## config.mk

```make
export PLATFORM = sky130hd
export DESIGN_NAME = cv32e40p_ft_manager
export DESIGN_NICKNAME = d
export VERILOG_FILES = /design/src/rtl/cv32e40p_ft_manager.sv
export SDC_FILE = /design/constraint.sdc
export NUM_CORES = 1
export LEC_CHECK = 0
export ABC_AREA = 1
export BUFFER_PORTS_ARGS = -buffer_cell sky130_fd_sc_hd__buf_2
export CAP_MARGIN = 25
export CORE_MARGIN = 2
export CORE_UTILIZATION = 58
export CTS_CLUSTER_DIAMETER = 30
export CTS_CLUSTER_SIZE = 30
export DETAILED_ROUTE_END_ITERATION = 8
export GPL_TIMING_DRIVEN = 0
export HOLD_SLACK_MARGIN = 0.12
export PLACE_DENSITY = 0.85
export SYNTH_ARGS = -nofsm -noshare
export SYNTH_HDL_FRONTEND = slang
export SYNTH_SLANG_ARGS = --single-unit
```

## constraint.sdc

```tcl
create_clock -name clk -period 3.9 [get_ports clk]
set_input_delay 0.39 -clock clk [delete_from_list [all_inputs] [get_ports clk]]
set_output_delay 0.39 -clock clk [all_outputs]
set_load 0.005 [all_outputs]
```

## src/rtl/cv32e40p_ft_manager.sv

```systemverilog
// rtl/cv32e40p_ft_manager.sv - fault-tolerance status collector, error counters, sticky flags and register port
module cv32e40p_ft_manager #(
    parameter int N_BLOCKS = 4,
    parameter int CNT_W    = 16
) (
    input  logic                    clk,
    input  logic                    rst,
    input  logic [N_BLOCKS-1:0]     err_detected_i,
    input  logic [N_BLOCKS-1:0]     err_corrected_i,
    input  logic [3*N_BLOCKS-1:0]   is_broken_i,
    output logic [3*N_BLOCKS-1:0]   set_broken_o,
    input  logic                    cfg_req_i,
    input  logic                    cfg_we_i,
    input  logic [3:0]              cfg_addr_i,
    input  logic [31:0]             cfg_wdata_i,
    output logic                    cfg_rvalid_o,
    output logic [31:0]             cfg_rdata_o,
    output logic                    irq_o
);

    typedef enum logic {IDLE, RESP} state_t;

    localparam logic [3:0] ADDR_CTRL   = 4'h0;
    localparam logic [3:0] ADDR_UNCORR = 4'h1;
    localparam logic [3:0] ADDR_NEWBRK = 4'h2;
    localparam logic [3:0] ADDR_BROKEN = 4'h3;
    localparam logic [3:0] ADDR_FORCE  = 4'h4;

    state_t                    state_q, state_d;
    logic [1:0]                ctrl_q;
    logic [N_BLOCKS-1:0]       uncorr_q, newbrk_q;
    logic [N_BLOCKS-1:0]       uncorr_set, newbrk_set;
    logic [N_BLOCKS-1:0]       uncorr_clr, newbrk_clr;
    logic [3*N_BLOCKS-1:0]     force_q, brk_q;
    logic [N_BLOCKS*CNT_W-1:0] cnt_flat;
    logic [31:0]               rdata_d, rdata_q;
    logic                      wr_en, rd_en;
    logic                      unused_wdata;

    assign wr_en        = cfg_req_i & cfg_we_i;
    assign rd_en        = cfg_req_i & ~cfg_we_i;
    // Only the low bits of the write bus feed registers.
    assign unused_wdata = ^cfg_wdata_i;

    // Set conditions: uncorrected disagreement, and any replica rising on is_broken.
    always_comb begin
        uncorr_set = err_detected_i & ~err_corrected_i;
        newbrk_set = '0;
        for (int b = 0; b < N_BLOCKS; b++) begin
            newbrk_set[b] = |(is_broken_i[3*b +: 3] & ~brk_q[3*b +: 3]);
        end
        uncorr_clr = (wr_en && cfg_addr_i == ADDR_UNCORR) ? cfg_wdata_i[N_BLOCKS-1:0] : '0;
        newbrk_clr = (wr_en && cfg_addr_i == ADDR_NEWBRK) ? cfg_wdata_i[N_BLOCKS-1:0] : '0;
    end

    // Control, sticky status, force levels and the previous-cycle broken copy.
    always_ff @(posedge clk or posedge rst) begin
        if (rst) begin
            ctrl_q   <= '0;
            uncorr_q <= '0;
            newbrk_q <= '0;
            force_q  <= '0;
            brk_q    <= '0;
        end else begin
            if (wr_en && cfg_addr_i == ADDR_CTRL) begin
                ctrl_q <= cfg_wdata_i[1:0];
            end
            if (wr_en && cfg_addr_i == ADDR_FORCE) begin
                force_q <= cfg_wdata_i[3*N_BLOCKS-1:0];
            end
            // Set has priority over a same-cycle W1C clear.
            uncorr_q <= (uncorr_q & ~uncorr_clr) | uncorr_set;
            newbrk_q <= (newbrk_q & ~newbrk_clr) | newbrk_set;
            brk_q    <= is_broken_i;
        end
    end

    genvar gb;
    generate
        for (gb = 0; gb < N_BLOCKS; gb++) begin : g_cnt
            localparam logic [3:0] ADDR_CNT = 4'(8 + gb);
            logic [CNT_W-1:0] cnt_q;
            logic             ev;
            logic             cnt_wr;

            assign ev     = err_detected_i[gb] & ctrl_q[0];
            assign cnt_wr = wr_en && (cfg_addr_i == ADDR_CNT);
            assign cnt_flat[gb*CNT_W +: CNT_W] = cnt_q;

            // Saturating detection counter; a clearing write still counts a same-cycle event.
            always_ff @(posedge clk or posedge rst) begin
                if (rst) begin
                    cnt_q <= '0;
                end else if (cnt_wr) begin
                    cnt_q <= ev ? CNT_W'(1) : '0;
                end else if (ev && cnt_q != {CNT_W{1'b1}}) begin
                    cnt_q <= cnt_q + CNT_W'(1);
                end
            end
        end
    endgenerate

    // Read mux over pre-edge state; unmapped addresses return zero.
    always_comb begin
        rdata_d = '0;
        case (cfg_addr_i)
            ADDR_CTRL:   rdata_d[1:0]            = ctrl_q;
            ADDR_UNCORR: rdata_d[N_BLOCKS-1:0]   = uncorr_q;
            ADDR_NEWBRK: rdata_d[N_BLOCKS-1:0]   = newbrk_q;
            ADDR_BROKEN: rdata_d[3*N_BLOCKS-1:0] = is_broken_i;
            ADDR_FORCE:  rdata_d[3*N_BLOCKS-1:0] = force_q;
            default: begin
                if (cfg_addr_i[3]) begin
                    for (int b = 0; b < N_BLOCKS; b++) begin
                        if (cfg_addr_i[2:0] == 3'(b)) begin
                            rdata_d[CNT_W-1:0] = cnt_flat[b*CNT_W +: CNT_W];
                        end
                    end
                end
            end
        endcase
    end

    // Access state register and held read data.
    always_ff @(posedge clk or posedge rst) begin
        if (rst) begin
            state_q <= IDLE;
            rdata_q <= '0;
        end else begin
            state_q <= state_d;
            if (rd_en) begin
                rdata_q <= rdata_d;
            end
        end
    end

    // Every read lands in RESP for one cycle; writes never leave IDLE.
    always_comb begin
        state_d = IDLE;
        case (state_q)
            IDLE:    state_d = rd_en ? RESP : IDLE;
            RESP:    state_d = rd_en ? RESP : IDLE;
            default: state_d = IDLE;
        endcase
    end

    assign cfg_rvalid_o = (state_q == RESP);
    assign cfg_rdata_o  = rdata_q;
    assign set_broken_o = force_q;
    assign irq_o        = ctrl_q[1] & ((|uncorr_q) | (|newbrk_q));

endmodule

```

# Yosys cells after proc, flatten, opt, wreduce, memory -nomap -nowiden

Index checks and enable logic that the tools add are counted.
W data, S select, Z words.

Input bits: 60
Register bits: 115

Add/sub/neg operators: 4
Equal/unequal tests: 15
Mux-type cells: 24
Reduce and logical (&&, ||, !) cells: 26
Bitwise logic cells: 25

Operators by type and width:

| cell                    | count |
|---|---|
| $mux W16                | 13 |
| $add A16 B1 Y16 const B | 4 |
| $ne A16 B16 Y1 const B  | 4 |
| $pmux W8 S3             | 1 |
| $pmux W2 S5             | 2 |
| $eq A4 B4 Y1 const B    | 4 |
| $reduce_or A3 Y1        | 5 |
| $and A3 B3 Y3           | 4 |
| $and A4 B4 Y4           | 3 |
| $logic_and A1 B1 Y1     | 12 |
| $mux W4                 | 3 |
| $not A3 Y3              | 4 |
| $not A4 Y4              | 3 |
| $eq A4 B2 Y1 const B    | 2 |
| $or A4 B4 Y4            | 2 |
| $reduce_bool A2 Y1      | 4 |
| $reduce_or A4 Y1        | 2 |
| $and A1 B1 Y1           | 7 |
| $eq A3 B2 Y1 const B    | 2 |
| $mux W1                 | 5 |
| $reduce_or A5 Y1        | 1 |
| $eq A4 B1 Y1 const B    | 1 |
| $eq A4 B3 Y1 const B    | 1 |
| $logic_not A4 Y1        | 1 |
| other kinds (4)         | 4 |

# Depth between registers and ports, before layout

Word-level depth: 7
Gate-level depth with buffers: 10
Mapped depth without buffers: 10

# Worst setup path before layout

OpenSTA, ideal clock, no wires.

Path type: reg2reg
From: register g_cnt[0].cnt_q[0]
To: register g_cnt[0].cnt_q[10]
Period minus slack after synthesis: 1603 ps
Arrival time: 1538 ps
Required time: 3835 ps
Path slack: 2297 ps
Cell stages (with the launch flop): 10
Setup time: 65 ps
Cells stage by stage: dfrtp_1 -> ha_1 -> nand3_1 -> inv_1 -> nand2_1 -> nor2_1 -> nor2_2 -> buf_2 -> nand4_1 -> nand2_1

Word-level cells in the longest chain between the ends: 3
Elaborated cells between the ends (all ways): 6

RTL lines:

| what                                              | RTL line | source |
|---|---|---|
| from (decl)                                       | 82       | `logic [CNT_W-1:0] cnt_q;` |
| from (signal assigned)                            | 95       | `cnt_q <= ev ? CNT_W'(1) : '0;` |
| from (signal assigned)                            | 97       | `cnt_q <= cnt_q + CNT_W'(1);` |
| $add A16 B1 Y16 or $ne A16 B16 Y1 (tied branches) | 97, 96   |  |
| $mux W16 or $logic_and A1 B1 Y1 (tied branches)   | 96       | `end else if (ev && cnt_q != {CNT_W{1'b1}}) begin` |
| $mux W16 or $reduce_bool A2 Y1 (tied branches)    | --       |  |

Parallel ways exist; a longest one is shown, timed or not. The select of a mux whose other input is x is not followed.
A chain may end at the register's enable or synchronous reset.

# Final worst setup path

From: register g_cnt[3].cnt_q[1]
To: register g_cnt[3].cnt_q[4]

Word-level cells in the longest chain between the ends: 3
Elaborated cells between the ends (all ways): 6

RTL lines:

| what                                              | RTL line |
|---|---|
| from (decl)                                       | 82 |
| from (signal assigned)                            | 95 |
| from (signal assigned)                            | 97 |
| $add A16 B1 Y16 or $ne A16 B16 Y1 (tied branches) | 97, 96 |
| $mux W16 or $logic_and A1 B1 Y1 (tied branches)   | 96 |
| $mux W16 or $reduce_bool A2 Y1 (tied branches)    | -- |

Parallel ways exist; a longest one is shown, timed or not. The select of a mux whose other input is x is not followed.

==> metrics.yaml <==
cts:
  root_buffer: "clkbuf_16"
  cts.path.max_buffers: 2
  cts_tree: "done"
  post_cts_buffers: 0
  cts.sink_count: 115
  clk_latency_ns: 0.42
  cts_buffers: 17
  clkTransAtPathRegs_ns: 0.06
  htree_levels: 4
  hold_buffers: 10
  cts_resized: 0
timing:
  finalCriticalPeriod_ns: 1.999
  drv_slew: 0
  slew_headroom_pct: 56.03
  timing.final.crit_share_pct: 51.26
  grt_setup_unrepaired: "false"
  holdWs_ns: 0.1382
  hold_viol: 0
  finalSetupViolations: 0
  clock_skew_ns: 0.01067
  tightest_slew_ns: 0.6595
  max_freq_mhz: 500.2
  fin_ws_ns: 1.901
floorplanning:
  die_w_um: 112.6
  coreArea_mm2: 0.01147
  fp.dieH_um: 112.6
  die_area_mm2: 0.01267
  std_cell_rows: 39
  ioPinCount: 106
  start_util_pct: 59.60
job:
  drv_cap: 0
placed_design:
  port_buffers: 69
  dpl-instance-area_mm2: 0.007447
  pre_cts_ws_ns: 1.935
  dp_hpwl_um: 13850
  place_congestion: 0.9619
setup_path:
  worstSetupPathType: "reg -> reg"
  r2r-start: "g_cnt[3].cnt_q[1]"
  r2r_end: "g_cnt[3].cnt_q[4]"
  reg2regPathDepth: 9
  rrSetupSlack_ns: 1.90
  crit_path_start_kind: "flop"
  worst_ep_required_time_ns: 4.19
  crit_arrival_ns: 2.29
  crit_path_start: "g_cnt[3].cnt_q[1]"
  path_max_fanout: 10
  crit_end: "g_cnt[3].cnt_q[4]"
  worst_setup_path_end_kind: "flop"
synth:
  ys_ff_latch: 115
  syn_area_mm2: 0.006834
  synth_cells: 969
  post-synth-top-area-fraction_pct: 42.11
  yosysSeqAreaShare_pct: 42.11
  synth_area_leaders: "dfrtp_1 42%, nand2_1 17%, nand3_1 6.6%"
  synth_most_common_cell: "nand2_1"
  syn_area_per_cell_um2: 7.053
  yosys_warnings: 0
  synth_top_area_cell: "dfrtp_1"
  synth_enable_flop_cells: 0
  synthTopCellsByCount: "314 x nand2_1, 115 x dfrtp_1, 114 x nor2_1"
  async_flop_share_pct: 100.0
  synth_ff_type: "dfrtp_1"
  yosysUniqueCellTypes: 35
final_layout:
  design_area_mm2: 0.008152
  drive_above_1_share_pct: 15.68
  fin_nets: 1148
  syn2layout_area_growth_pct: 19.28
  antenna_cells: 0
  nFillCells: 902
drt:
  routedWlPerCell_um: 15.66
  num_vias: 6991
  viasPerCell: 5.638
  ant_nets: 0
  drcViolationCount: 0
  drt_iter0_markers: 729
  wl_um: 19420
  first_pass_iters: 9
global_route:
  grt_max_degree: 99
  antenna_found_initial: 0
  grt_pass1_wl_um: 31410
  grt_overflow_total: 0
  grt_usage_pct: 31.16
  grt_pass1_vias: 6526
power:
  p_leak_nw: 4.125
  ir_drop_mv: 0.4417
  cellPowerDensity_mw_per_mm2: 461.0
  total_power_mw: 3.758
run_status:
  status: "completed"
hold_path:
  holdCritStartpoint: "is_broken_i[1]"
  hp-class: "in -> reg"
==> cell usage in the layout (no fill, tap or decap), types with 4 or more instances in the layout <==
master,Yosys,layout
a21oi_1,24,24
buf_2,14,83
buf_4,16,16
clkbuf_1,7,7
clkbuf_16,0,17
conb_1,1,16
dfrtp_1,115,115
dlygate4sd3_1,0,11
ha_1,4,4
inv_1,82,81
inv_2,6,6
inv_6,0,8
nand2_1,314,314
nand3_1,90,90
nand3b_1,4,4
nand4_1,46,46
nor2_1,114,114
nor2_2,10,10
o211ai_1,5,5
o21ai_0,36,36
o21ai_1,13,13
o21bai_1,4,4
o22ai_1,8,8
or2_2,13,13
xor2_1,19,19
==> layer usage <==
layer	GRT usage, %	up-vias	wire length, um
met5	0	-	0
met4	13.25	0	501
met3	6.210	57	1614
met2	50.26	344	9314
met1	41.18	3249	7989
li1	-	3341	-
==> logic make-up after synthesis <==
| group | synth area share, % |
|---|---|
| adders and majority gates | 0.7324 |
| xor gates and xnor gates | 2.435 |
| DFF | 42.11 |
| muxes | 0.1648 |
| other | 0.05487 |
| AOI/OAI and AO/OA | 7.562 |
| buffers and inverters | 8.550 |
| and+or+nand+nor | 38.39 |
==> final cells by class <==
type	instances	area [um^2]	area share [%]
Sequential cell	115	2878	35.30
Tap cell	143	178.9	2.195
Multi-Input combinational cell	740	3428	42.06
Clock inverter	15	168.9	2.072
Buffer	40	250.2	3.070
Timing Repair Buffer	81	483.0	5.925
Clock buffer	17	425.4	5.219
Inverter	89	339.1	4.160
==> registers in the layout, summed over array words and instances, names as in the netlist <==
name          flops
newbrk_q          4
uncorr_q          4
cfg_rdata_o      16
set_broken_o     12
g_cnt.cnt_q      64
brk_q            12
cfg_rvalid_o      1
ctrl_q            2
==> worst max-delay path: stages, from the launching register on <==
cell	delay (ns)
dfrtp_1	0.43
ha_1	0.22
nand2_1	0.08
nor2_1	0.26
nand2_1	0.13
nor2_1	0.21
nor2_1	0.15
buf_2	0.23
nand4_1	0.09
o21ai_1	0.08
==> worst min-delay path by stage <==
| stage | slack (ns) | endpoint | cells after the start |
|---|---|---|---|
| floorplan | 0.42 | brk_q[0] | 0 |
| global placement | 0.45 | newbrk_q[1] | 1 |
| detailed placement | 0.33 | g_cnt[1].cnt_q[10] | 2 |
| CTS | 0.13 | brk_q[3] | 1 |
| global route | 0.13 | brk_q[1] | 1 |
| finish | 0.14 | brk_q[1] | 1 |
==> power by group <==
| group | internal (mW) | switching, mW |
|---|---|---|
| registers | 1.35 | 0.185 |
| clock network | 0.957 | 0.629 |
| logic | 0.252 | 0.381 |
| total | 2.56 | 1.20 |
==> stage by stage <==
step / std cells / setup TNS, ns / utilization, %
6_report: 1240 / 0 / 71.09
3_3_place_gp: 1196 / -95.55 / 64.66
3_5_place_dp: 1197 / 0 / 64.94
5_1_grt: 1240 / 0 / 71.09
2_1_floorplan: 984 / 0 / -
4_1_cts: 1239 / 0 / 71.00
Note: power is estimated with default switching activity, not from simulation.
